File: config.mk
export PLATFORM = sky130hd
export DESIGN_NAME = store_buffer
export DESIGN_NICKNAME = d
export VERILOG_FILES = /design/src/rtl/store_buffer.sv
export SDC_FILE = /design/constraint.sdc
export NUM_CORES = 1
export LEC_CHECK = 0
export ABC_AREA = 1
export CAP_MARGIN = 20
export CELL_PAD_IN_SITES_DETAIL_PLACEMENT = 0
export CELL_PAD_IN_SITES_GLOBAL_PLACEMENT = 2
export CORE_AREA = 5 5 274 276
export DETAILED_ROUTE_END_ITERATION = 12
export DIE_AREA = 0 0 279 281
export DONT_BUFFER_PORTS = 1
export PLACE_DENSITY = 0.75
export SLEW_MARGIN = 30
export SYNTH_ARGS = -nofsm -noshare
export SYNTH_HDL_FRONTEND = slang
export SYNTH_SLANG_ARGS = --single-unit
File: constraint.sdc
create_clock -name clk -period 5.8 [get_ports clk]
set_input_delay 0.87 -clock clk [delete_from_list [all_inputs] [get_ports clk]]
set_output_delay 0.87 -clock clk [all_outputs]
set_load 0.01 [all_outputs]
File: src/rtl/store_buffer.sv
// Store buffer: circular FIFO of pending CPU stores drained in program order to
// memory, with per-byte forwarding of buffered data to loads.
module store_buffer #(
    parameter int DEPTH = 4
) (
    input  logic        clk,
    input  logic        reset,
    input  logic [31:0] m_data_addr,
    input  logic [31:0] m_data_wdata,
    input  logic [3:0]  m_data_byteen,
    input  logic [31:0] m_inst_addr,
    output logic [31:0] m_data_rdata,
    output logic        cpu_stall,
    output logic [31:0] mem_raddr,
    input  logic [31:0] mem_rdata,
    output logic [31:0] mem_waddr,
    output logic [31:0] mem_wdata,
    output logic [3:0]  mem_byteen,
    output logic [31:0] mem_wpc,
    input  logic        mem_wready,
    output logic        buf_empty
);
    localparam int AW = $clog2(DEPTH);
    localparam logic [AW:0] FULL = (AW+1)'(DEPTH);

    logic [29:0] addr_q [DEPTH];
    logic [31:0] data_q [DEPTH];
    logic [3:0]  be_q   [DEPTH];
    logic [31:0] pc_q   [DEPTH];

    logic [AW-1:0] head, tail, idx;
    logic [AW:0]   count;
    logic          store_req, enq, deq, full;
    logic          unused_lsb;

    assign store_req = (m_data_byteen != 4'b0000);
    assign full      = (count == FULL);
    assign enq       = store_req && !full;
    assign deq       = mem_wready && (count != '0);
    assign cpu_stall = store_req && full;
    assign buf_empty = (count == '0);
    assign unused_lsb = ^m_data_addr[1:0];

    always_ff @(posedge clk or posedge reset) begin
        if (reset) begin
            head  <= '0;
            tail  <= '0;
            count <= '0;
        end else begin
            if (enq) tail <= tail + 1'b1;
            if (deq) head <= head + 1'b1;
            // simultaneous enq/deq leaves count unchanged
            if (enq && !deq)      count <= count + 1'b1;
            else if (!enq && deq) count <= count - 1'b1;
        end
    end

    // Entry payload needs no reset; validity is tracked by head/count only.
    always_ff @(posedge clk) begin
        if (enq) begin
            addr_q[tail] <= m_data_addr[31:2];
            data_q[tail] <= m_data_wdata;
            be_q[tail]   <= m_data_byteen;
            pc_q[tail]   <= m_inst_addr;
        end
    end

    assign mem_waddr  = {addr_q[head], 2'b00};
    assign mem_wdata  = data_q[head];
    assign mem_wpc    = pc_q[head];
    assign mem_byteen = buf_empty ? 4'b0000 : be_q[head];
    assign mem_raddr  = {m_data_addr[31:2], 2'b00};

    // Walk valid entries oldest to newest so the newest match per lane wins.
    // The store being enqueued this cycle is not yet in the array.
    always_comb begin
        m_data_rdata = mem_rdata;
        idx          = head;
        for (int i = 0; i < DEPTH; i++) begin
            idx = head + AW'(i);
            if (((AW+1)'(i) < count) && (addr_q[idx] == m_data_addr[31:2])) begin
                for (int b = 0; b < 4; b++) begin
                    if (be_q[idx][b]) m_data_rdata[8*b +: 8] = data_q[idx][8*b +: 8];
                end
            end
        end
    end
endmodule

==> run_results.csv, run 1 <==
group,metric,value,unit
route,wl_per_cell,19.6,um
global_route,antenna_found_initial,2,
yosys,synth_edf_count,392,
clock_network,h-tree-depth,2,
worst_setup_path,cp-start-kind,"flip-flop",
route,route.detailed.drc,0,
run_status,status,"finished, final reports clean",
worst_setup_path,end_kind,"output pin",
timing,drv_slew,0,
global_route,grt_pass1_wl,122000,um
clock_network,clk_latency,640,ps
yosys,synth_cell_types,35,
worst_setup_path,crit_path_start,"head[0]",
final_layout,fin_util,0.374,
timing,tightest_slew,868,ps
clock_network,cts_tree,"yes",
timing,finalHoldViolations,0,
route,routed_via_density,5.03,
die,die_area,78400,sq um
yosys,synthMostInstantiatedCell,"nand2_1",
global_route,gr-usage-all-layers,0.202,
timing,final-setup-viol-count,0,
placement,gp_congestion,0.815,
clock_network,cts.clk_slew.worst_paths,60,ps
clock_network,cts-root-buf,"clkbuf_16",
clock_network,cts_buffers,50,
timing,fmax,184,MHz
die,io_pins,301,
power,power_density,628,nW/um^2
worst_setup_path,required,4930,ps
yosys,syn_area_per_cell,7.51,sq um
yosys,synth_common_cells,"nand2_1, nand3_1, edfxtp_1",
worst_setup_path,crit_fanout,49,
yosys,synthTopCellsByArea,"edfxtp_1, nand2_1, nand3_1",
route,firstDrtPassIters,7,
clock_network,cts_buffer_depth,3,
timing,relSlewSlack,0.415,
yosys,synth_top_area_share,0.483,
worst_setup_path,rr_startpoint,"count[0]",
clock_network,post-cts-setup-buffers,0,
route,vias,21088,
global_route,grt_pass1_vias,20172,
timing,post-route-period-util,0.939,
worst_setup_path,cp.arrival,4580,ps
route,drt-total-wl,82200,um
flow_run,maxCapViolations,0,
yosys,ys.flop_type,"edfxtp_1",
clock_network,cts.sinks,399,
yosys,yosysSeqAreaShare,0.490,
final_layout,synthToLayoutAreaGrowth,11.2,%
final_layout,nFillCells,7450,
timing,min_period,5450,ps
placement,io_buffers,0,
yosys,synth_cells,3242,
final_layout,nets,3331,
global_route,grt_max_degree,177,
global_route,grt-ovfl-total,0,
yosys,yosys_register_bits,399,
yosys,synth_area,24400,sq um
timing,whs,58.3,ps
timing,fin_skew,53.1,ps
worst_setup_path,path_class,"reg2out",
route,drt_iter0_drc,1137,
worst_hold_path,hp-class,"in2async",
die,coreArea,72300,sq um
route,ant_nets,0,
placement,dp_hpwl,54300,um
die,fp.dieW,279,um
die,start_util,0.337,
power,peakVddDrop,0.000360,V
die,die_h,281,um
die,std_cell_rows,99,
yosys,async_flop_share,0.0175,
yosys,yosys_warnings,0,
timing,rsz0062_at_grt,"false",
yosys,yosysTopAreaCell,"edfxtp_1",
power,p_leak,0.0120,uW
final_layout,drive_gt1_frac,0.0616,
layer usage:
| metal | GRT usage | wire length [um] | vias to the layer above |
|---|---|---|---|
| met5 | 0 | 0 | - |
| met4 | 0.0543 | 2160 | 0 |
| met3 | 0.0549 | 5950 | 120 |
| met2 | 0.348 | 39100 | 542 |
| met1 | 0.252 | 34900 | 9889 |
| li1 | - | - | 10537 |
critical path: stages, from the launching register on:
cell and delay, ps:
dfrtp_4 700, inv_8 330, nand2_1 170, nand2_4 270
buf_4 340, nand2_1 110, nand3_1 120, nand2_1 70
inv_1 70, nand3_1 80, nor2_1 100, nand2_1 110
nor2_2 420, nand3_2 160, nor2_4 340, nor2_1 70
a21oi_1 290, buf_4 180
stage by stage:
step | TNS, ps | total power (uW) | instances | setup slack (ps) | area (sq um)
2_1_floorplan | -67670 | 11300 | 3245 | -173 | 24400
3_3_place_gp | 0 | 13800 | 4093 | 973 | 25300
3_5_place_dp | 0 | 13900 | 4094 | 911 | 25300
4_1_cts | 0 | 17200 | 4188 | 252 | 27100
5_1_grt | 0 | 18500 | 4188 | 11.4 | 27100
6_report | 0 | 17000 | 4189 | 352 | 27100
cell families after synthesis:
kind of cell / after synthesis / synth area share
simple gates: 2045 / 0.347
xor+xnor: 10 / 0.00360
compound gates: 327 / 0.0718
other cells: 1 / 0.000154
fa+ha+maj: 9 / 0.00462
buf+inv: 451 / 0.0826
flops: 399 / 0.490
cell type report:
type | instances | area (sq um) | area share
clock inverter | 35 | 460 | 0.0170
inverter | 258 | 976 | 0.0360
sequential | 399 | 12000 | 0.441
antenna | 1 | 2.50 | 0.0000924
multi-input combinational | 2395 | 10500 | 0.387
timing repair buffer | 83 | 727 | 0.0268
tap | 959 | 1200 | 0.0443
clock buffer | 59 | 1280 | 0.0475
state kept, by name, indices dropped and copies added (netlist names):
register,cells
addr_q,120
be_q,16
count,3
data_q,128
head,2
pc_q,128
tail,2
final timing paths:
kind                                     to  slack, ps  cells after the start
hold reg to reg                    count[1]        530                      2
max in group asynchronous           head[0]       5430                      1
setup / recovery           m_data_rdata[14]        350                     17
hold / removal                     count[0]         60                      1
min in group clk                 pc_q[0][5]        320                      0
setup reg to reg              data_q[2][19]       2620                      6
report_power, final:
| part | internal, uW | switching (uW) | total [uW] |
|---|---|---|---|
| Sequential | 4340 | 412 | 4750 |
| Clock | 1960 | 1300 | 3260 |
| Combinational | 2330 | 6660 | 8990 |
| Total | 8620 | 8370 | 17000 |
what timing repair did:
action / 4_1_cts / 5_1_grt
hold buffers: 0 / 0
endpoints found under the setup margin: 0 / 2
gates resized for setup: 0 / 1
cell usage in the layout, fill, tap and decap left out, types with 4 or more instances in the layout:
| cell | instances |
|---|---|
| edfxtp_1 | 392 |
| conb_1 | 4 |
| clkbuf_16 | 50 |
| ha_1 | 9 |
| clkinv_1 | 10 |
| nand4_1 | 12 |
| nand3_1 | 482 |
| nor2_4 | 10 |
| o21ai_0 | 246 |
| clkinvlp_4 | 6 |
| o21ai_2 | 7 |
| nand3b_2 | 4 |
| nor2_2 | 7 |
| nand3_2 | 6 |
| inv_1 | 256 |
| clkinv_2 | 6 |
| a21oi_1 | 35 |
| clkbuf_1 | 9 |
| o21ai_1 | 5 |
| dfrtp_1 | 5 |
| xor2_1 | 9 |
| buf_12 | 8 |
| buf_4 | 74 |
| nor2_1 | 159 |
| a22oi_1 | 32 |
| nor3_1 | 6 |
| bufinv_16 | 8 |
| nand2_1 | 1351 |
Note: power is estimated with default switching activity, not from simulation.
==> inputs of run 2 (changes only) <==
--- a/config.mk
+++ b/config.mk
@@ -13,6 +13,7 @@
 export DETAILED_ROUTE_END_ITERATION = 12
 export DIE_AREA = 0 0 279 281
 export DONT_BUFFER_PORTS = 1
+export GPL_TIMING_DRIVEN = 0
 export PLACE_DENSITY = 0.75
 export SLEW_MARGIN = 30
 export SYNTH_ARGS = -nofsm -noshare
==> run_results.csv, run 2 (synthesis results as in run 1) <==
group,metric,value,unit
route,drt_iter0_drc,2318,
power,power,18800,uW
global_route,grt_max_degree,19,
clock_network,cts_buffer_depth,3,
placement,dpl.cell_count,4232,
worst_setup_path,cp.arrival,4840,ps
route,drt-total-wl,106000,um
route,route.detailed.drc,0,
final_layout,nFillCells,7378,
clock_network,cts.clk_slew.worst_paths,60,ps
route,vias,23238,
worst_setup_path,slowest_stage,"buf_2",
global_route,antenna_found_initial,2,
timing,final-setup-viol-count,0,
worst_setup_path,crit_buf_inv,3,
placement,gp_congestion,0.901,
final_layout,largestRegisters,"data_q: 128 flops, pc_q: 128 flops, addr_q: 120 flops",
worst_setup_path,required,4930,ps
timing,relSlewSlack,0.307,
die,die_h,281,um
die,start_util,0.337,
timing,finalHoldViolations,0,
die,coreArea,72300,sq um
timing,setup_ws,89.3,ps
worst_setup_path,crit_family,"simple AND/OR/NAND/NOR gates",
timing,rsz0062_at_grt,"false",
placement,io_buffers,0,
final_layout,drive_gt1_frac,0.0780,
global_route,grt_pass1_wl,151000,um
route,firstDrtPassIters,5,
placement,dpl_worst_slack,457,ps
clock_network,cts.sinks,399,
final_layout,design_area,28000,sq um
worst_setup_path,cp-start-kind,"flip-flop",
placement,dp_hpwl,77300,um
clock_network,cts_tree,"yes",
timing,tightest_slew,1040,ps
global_route,grt_pass1_vias,22055,
final_layout,ff_latch_area,11900,sq um
worst_setup_path,crit_fanout,10,
die,std_cell_rows,99,
timing,drv_slew,0,
worst_setup_path,path_class,"reg2out",
final_layout,layout_commonest_cell,"nand2_1",
power,power_density,673,nW/um^2
global_route,grt-ovfl-total,0,
die,fp.dieW,279,um
power,peakVddDrop,0.000330,V
final_layout,final_cell_mix,"nand2_1, nand3_1, edfxtp_1",
timing,min_period,5710,ps
worst_setup_path,end_kind,"output pin",
route,ant_nets,0,
clock_network,post-cts-setup-buffers,0,
run_status,status,"finished, final reports clean",
timing,fmax,175,MHz
timing,post-route-period-util,0.985,
clock_network,cts-root-buf,"clkbuf_16",
global_route,gr-usage-all-layers,0.262,
final_layout,synthToLayoutAreaGrowth,14.8,%
die,die_area,78400,sq um
clock_network,clk_latency,620,ps
final_layout,final_cells,4320,
timing,fin_skew,23.5,ps
worst_setup_path,crit_path_frequent_cell,"nand2_1",
worst_setup_path,cp_cell_sequence,"buf_2 > buf_2 > nand3_1 > nand2_1 > nand2_1 > nand2_1 > nand2_1 > nor2_1 > nand3_1 > nor2_4 > nand2_1 > buf_2 > nand2_1 > nand3_1 > nand3_1 > a21oi_1",
route,routed_via_density,5.38,
worst_setup_path,cpPeakStageDelay,560,ps
clock_network,cts_buffers,49,
route,wl_per_cell,24.6,um
die,io_pins,301,
final_layout,multiInputGateArea,10500,sq um
final_layout,nets,3468,
flow_run,maxCapViolations,0,
worst_hold_path,hp-class,"in2async",
power,p_leak,0.0124,uW
clock_network,h-tree-depth,2,
final_layout,fin_util,0.386,
placement,place_area,26400,sq um
==> run 2: cell types whose count changed in the layout (fill, tap and decap cells not counted), sizes merged <==
cell / previous run / this run
clkbuf: 59 / 115
inv: 258 / 259
bufinv: 8 / 4
clkinv: 21 / 26
clkinvlp: 6 / 3
buf: 83 / 159
==> run 2: repair_timing <==
item | in CTS | in global routing
pin swaps | 0 | 0
hold buffers | 0 | 0
gates resized for setup | 1 | 3
setup endpoints to repair | 30 | 27
==> run 2: path summary, 6_finish.rpt <==
| check | startpoint | end | slack [ps] | cells past startpoint |
|---|---|---|---|---|
| max reg2reg | head[1] | head[1] | 2210 | 8 |
| max | head[1] | m_data_rdata[29] | 90 | 16 |
| min reg2reg | count[1] | count[1] | 520 | 2 |
| min in group clk | m_inst_addr[12] | pc_q[2][12] | 340 | 0 |
| max in group asynchronous | reset | count[0] | 5510 | 1 |
| min | reset | tail[0] | 70 | 1 |
==> run 2: final cells by class <==
| class | instances | share of cell area |
|---|---|---|
| tap | 959 | 0.0429 |
| sequential | 399 | 0.427 |
| clock buffer | 53 | 0.0444 |
| inverter | 258 | 0.0347 |
| multi-input combinational | 2395 | 0.374 |
| clock inverter | 34 | 0.0116 |
| buffer | 193 | 0.0373 |
| timing repair buffer | 28 | 0.0271 |
| antenna | 1 | 0.0000895 |
==> run 2: per-layer routing <==
layer	share of wire	wire, um	global-route usage
met5	0	0	0
met4	0.032	3430	0.0819
met3	0.089	9470	0.0633
met2	0.45	48200	0.420
met1	0.43	45300	0.352
==> run 2: per-stage QoR <==
step	hold slack, ps	TNS, ps
floorplan	475	-67670
global placement	494	-2046610
detailed placement	507	0
CTS	43.5	0
global route	57.8	0
finish	67.2	0
==> run 2: where the power goes <==
group	switching (uW)	internal (uW)	total, uW
Clock	1270	1730	3000
Sequential	320	4320	4640
Combinational	8280	2910	11200
Total	9870	8950	18800
==> inputs of run 3 (changes only) <==
--- a/config.mk
+++ b/config.mk
@@ -10,6 +10,7 @@
 export CELL_PAD_IN_SITES_DETAIL_PLACEMENT = 0
 export CELL_PAD_IN_SITES_GLOBAL_PLACEMENT = 2
 export CORE_AREA = 5 5 274 276
+export CTS_CLUSTER_SIZE = 40
 export DETAILED_ROUTE_END_ITERATION = 12
 export DIE_AREA = 0 0 279 281
 export DONT_BUFFER_PORTS = 1
==> run_results.csv, run 3 (synthesis results as in run 1) <==
group,metric,value,unit
final_layout,final_cell_mix,"nand2_1, nand3_1, edfxtp_1",
global_route,antenna_found_initial,2,
final_layout,synthToLayoutAreaGrowth,14.9,%
timing,rsz0062_at_grt,"false",
route,routed_via_density,5.38,
worst_setup_path,crit_buf_inv,3,
global_route,grt-ovfl-total,0,
timing,fin_skew,20.8,ps
die,coreArea,72300,sq um
route,route.detailed.drc,0,
run_status,status,"finished, final reports clean",
worst_setup_path,cp_cell_sequence,"buf_2 > buf_2 > nand3_1 > nand2_1 > nand2_1 > nand2_1 > nand2_1 > nor2_1 > nand3_1 > nor2_4 > nand2_1 > buf_2 > nand2_1 > nand3_1 > nand3_1 > a21oi_1",
timing,whs,68.2,ps
clock_network,cts_buffers,49,
global_route,grt_pass1_wl,151000,um
clock_network,cts-root-buf,"clkbuf_16",
clock_network,h-tree-depth,2,
worst_setup_path,cpPeakStageDelay,560,ps
clock_network,cts_buffer_depth,3,
worst_setup_path,crit_fanout,10,
timing,tightest_slew,1040,ps
die,fp.dieW,279,um
route,wl_per_cell,24.7,um
placement,io_buffers,0,
placement,gp_congestion,0.901,
worst_setup_path,path_class,"reg2out",
clock_network,clk_latency,620,ps
timing,finalHoldViolations,0,
global_route,grt_max_degree,19,
worst_hold_path,hp-class,"in2async",
die,std_cell_rows,99,
route,ant_nets,0,
timing,drv_slew,0,
timing,relSlewSlack,0.309,
final_layout,nets,3468,
power,p_leak,0.0124,uW
worst_setup_path,cp_num_cells,16,
route,vias,23231,
worst_setup_path,crit_path_frequent_cell,"nand2_1",
global_route,grt_pass1_vias,22044,
global_route,gr-usage-all-layers,0.262,
route,drt_iter0_drc,2212,
timing,min_period,5740,ps
worst_setup_path,required,4930,ps
worst_setup_path,cp-start-kind,"flip-flop",
worst_setup_path,cp.arrival,4870,ps
die,start_util,0.337,
final_layout,layout_commonest_cell,"nand2_1",
timing,final-setup-viol-count,0,
worst_setup_path,reg2reg_to,"head[1]",
placement,dp_hpwl,77300,um
final_layout,fin_util,0.387,
power,power_density,675,nW/um^2
worst_setup_path,rr_startpoint,"head[1]",
timing,post-route-period-util,0.989,
flow_run,maxCapViolations,0,
clock_network,cts.sinks,399,
worst_setup_path,end_kind,"output pin",
route,firstDrtPassIters,5,
worst_setup_path,r2r_slack,2200,ps
route,drt-total-wl,107000,um
worst_setup_path,slowest_stage,"buf_2",
die,die_area,78400,sq um
power,peakVddDrop,0.000329,V
worst_setup_path,crit_family,"simple AND/OR/NAND/NOR gates",
timing,fmax,174,MHz
worst_setup_path,reg2reg_depth,8,
clock_network,cts.clk_slew.worst_paths,60,ps
final_layout,drive_gt1_frac,0.0780,
die,io_pins,301,
die,die_h,281,um
clock_network,cts_tree,"yes",
clock_network,cts_hold_buffers,0,
final_layout,largestRegisters,"data_q: 128 flops, pc_q: 128 flops, addr_q: 120 flops",
run 3: cell count changes in the layout (fill, tap and decap cells not counted):
cell and delta:
clkinv_2 -1, clkinv_1 -1, clkbuf_1 +1, bufinv_16 +1
run 3: final cells by class:
| type | count | area [sq um] |
|---|---|---|
| clock inverters | 33 | 347 |
| multi-input cells | 2395 | 10500 |
| fillers | 7384 | 44400 |
| repair buffers | 28 | 758 |
| plain buffers | 193 | 1040 |
| flip-flops and latches | 399 | 11900 |
| inverters | 258 | 971 |
| diodes | 1 | 2.50 |
| well taps | 959 | 1200 |
| clock buffers | 54 | 1240 |
run 3: worst max path at each step:
stage                             to             start  slack (ps)
floorplan               addr_q[0][0]  m_data_byteen[0]        -170
global placement       data_q[0][14]  m_data_byteen[0]       -5330
detailed placement  m_data_rdata[29]           head[1]         460
CTS                 m_data_rdata[29]           head[1]          10
global route        m_data_rdata[29]           head[1]           5
finish              m_data_rdata[29]           head[1]          60
run 3: layer usage:
metal / GRT usage / share of wire
met1: 0.352 / 0.42
met3: 0.0639 / 0.091
met5: 0 / 0
met2: 0.422 / 0.45
met4: 0.0792 / 0.032
run 3: report_power, final:
group	switching [uW]	leakage, uW	total [uW]	internal, uW
sequential	321	0.00373	4640	4320
combinational	8300	0.00791	11200	2910
clock	1270	0.000778	3040	1770
total	9890	0.0124	18900	9000
run 3: what timing repair did:
| action | in CTS | in global routing |
|---|---|---|
| gates resized for setup | 1 | 3 |
| gates cloned | 0 | 0 |
| hold endpoints to repair | 0 | 0 |
| endpoints found under the setup margin | 30 | 27 |
| buffers inserted | 0 | 0 |
run 3: through the flow:
| stage | worst slack, ps | instances | TNS (ps) | power, uW | cell area [sq um] |
|---|---|---|---|---|---|
| 6_report | 62.8 | 4320 | 0 | 18900 | 28000 |
| 5_1_grt | 5.08 | 4319 | 0 | 20100 | 28000 |
| 4_1_cts | 13.6 | 4319 | 0 | 18800 | 28000 |
| 3_5_place_dp | 457 | 4232 | 0 | 15800 | 26400 |
| 3_3_place_gp | -5330 | 4204 | -2046610 | 14500 | 25600 |
| 2_1_floorplan | -173 | 3245 | -67670 | 11300 | 24400 |
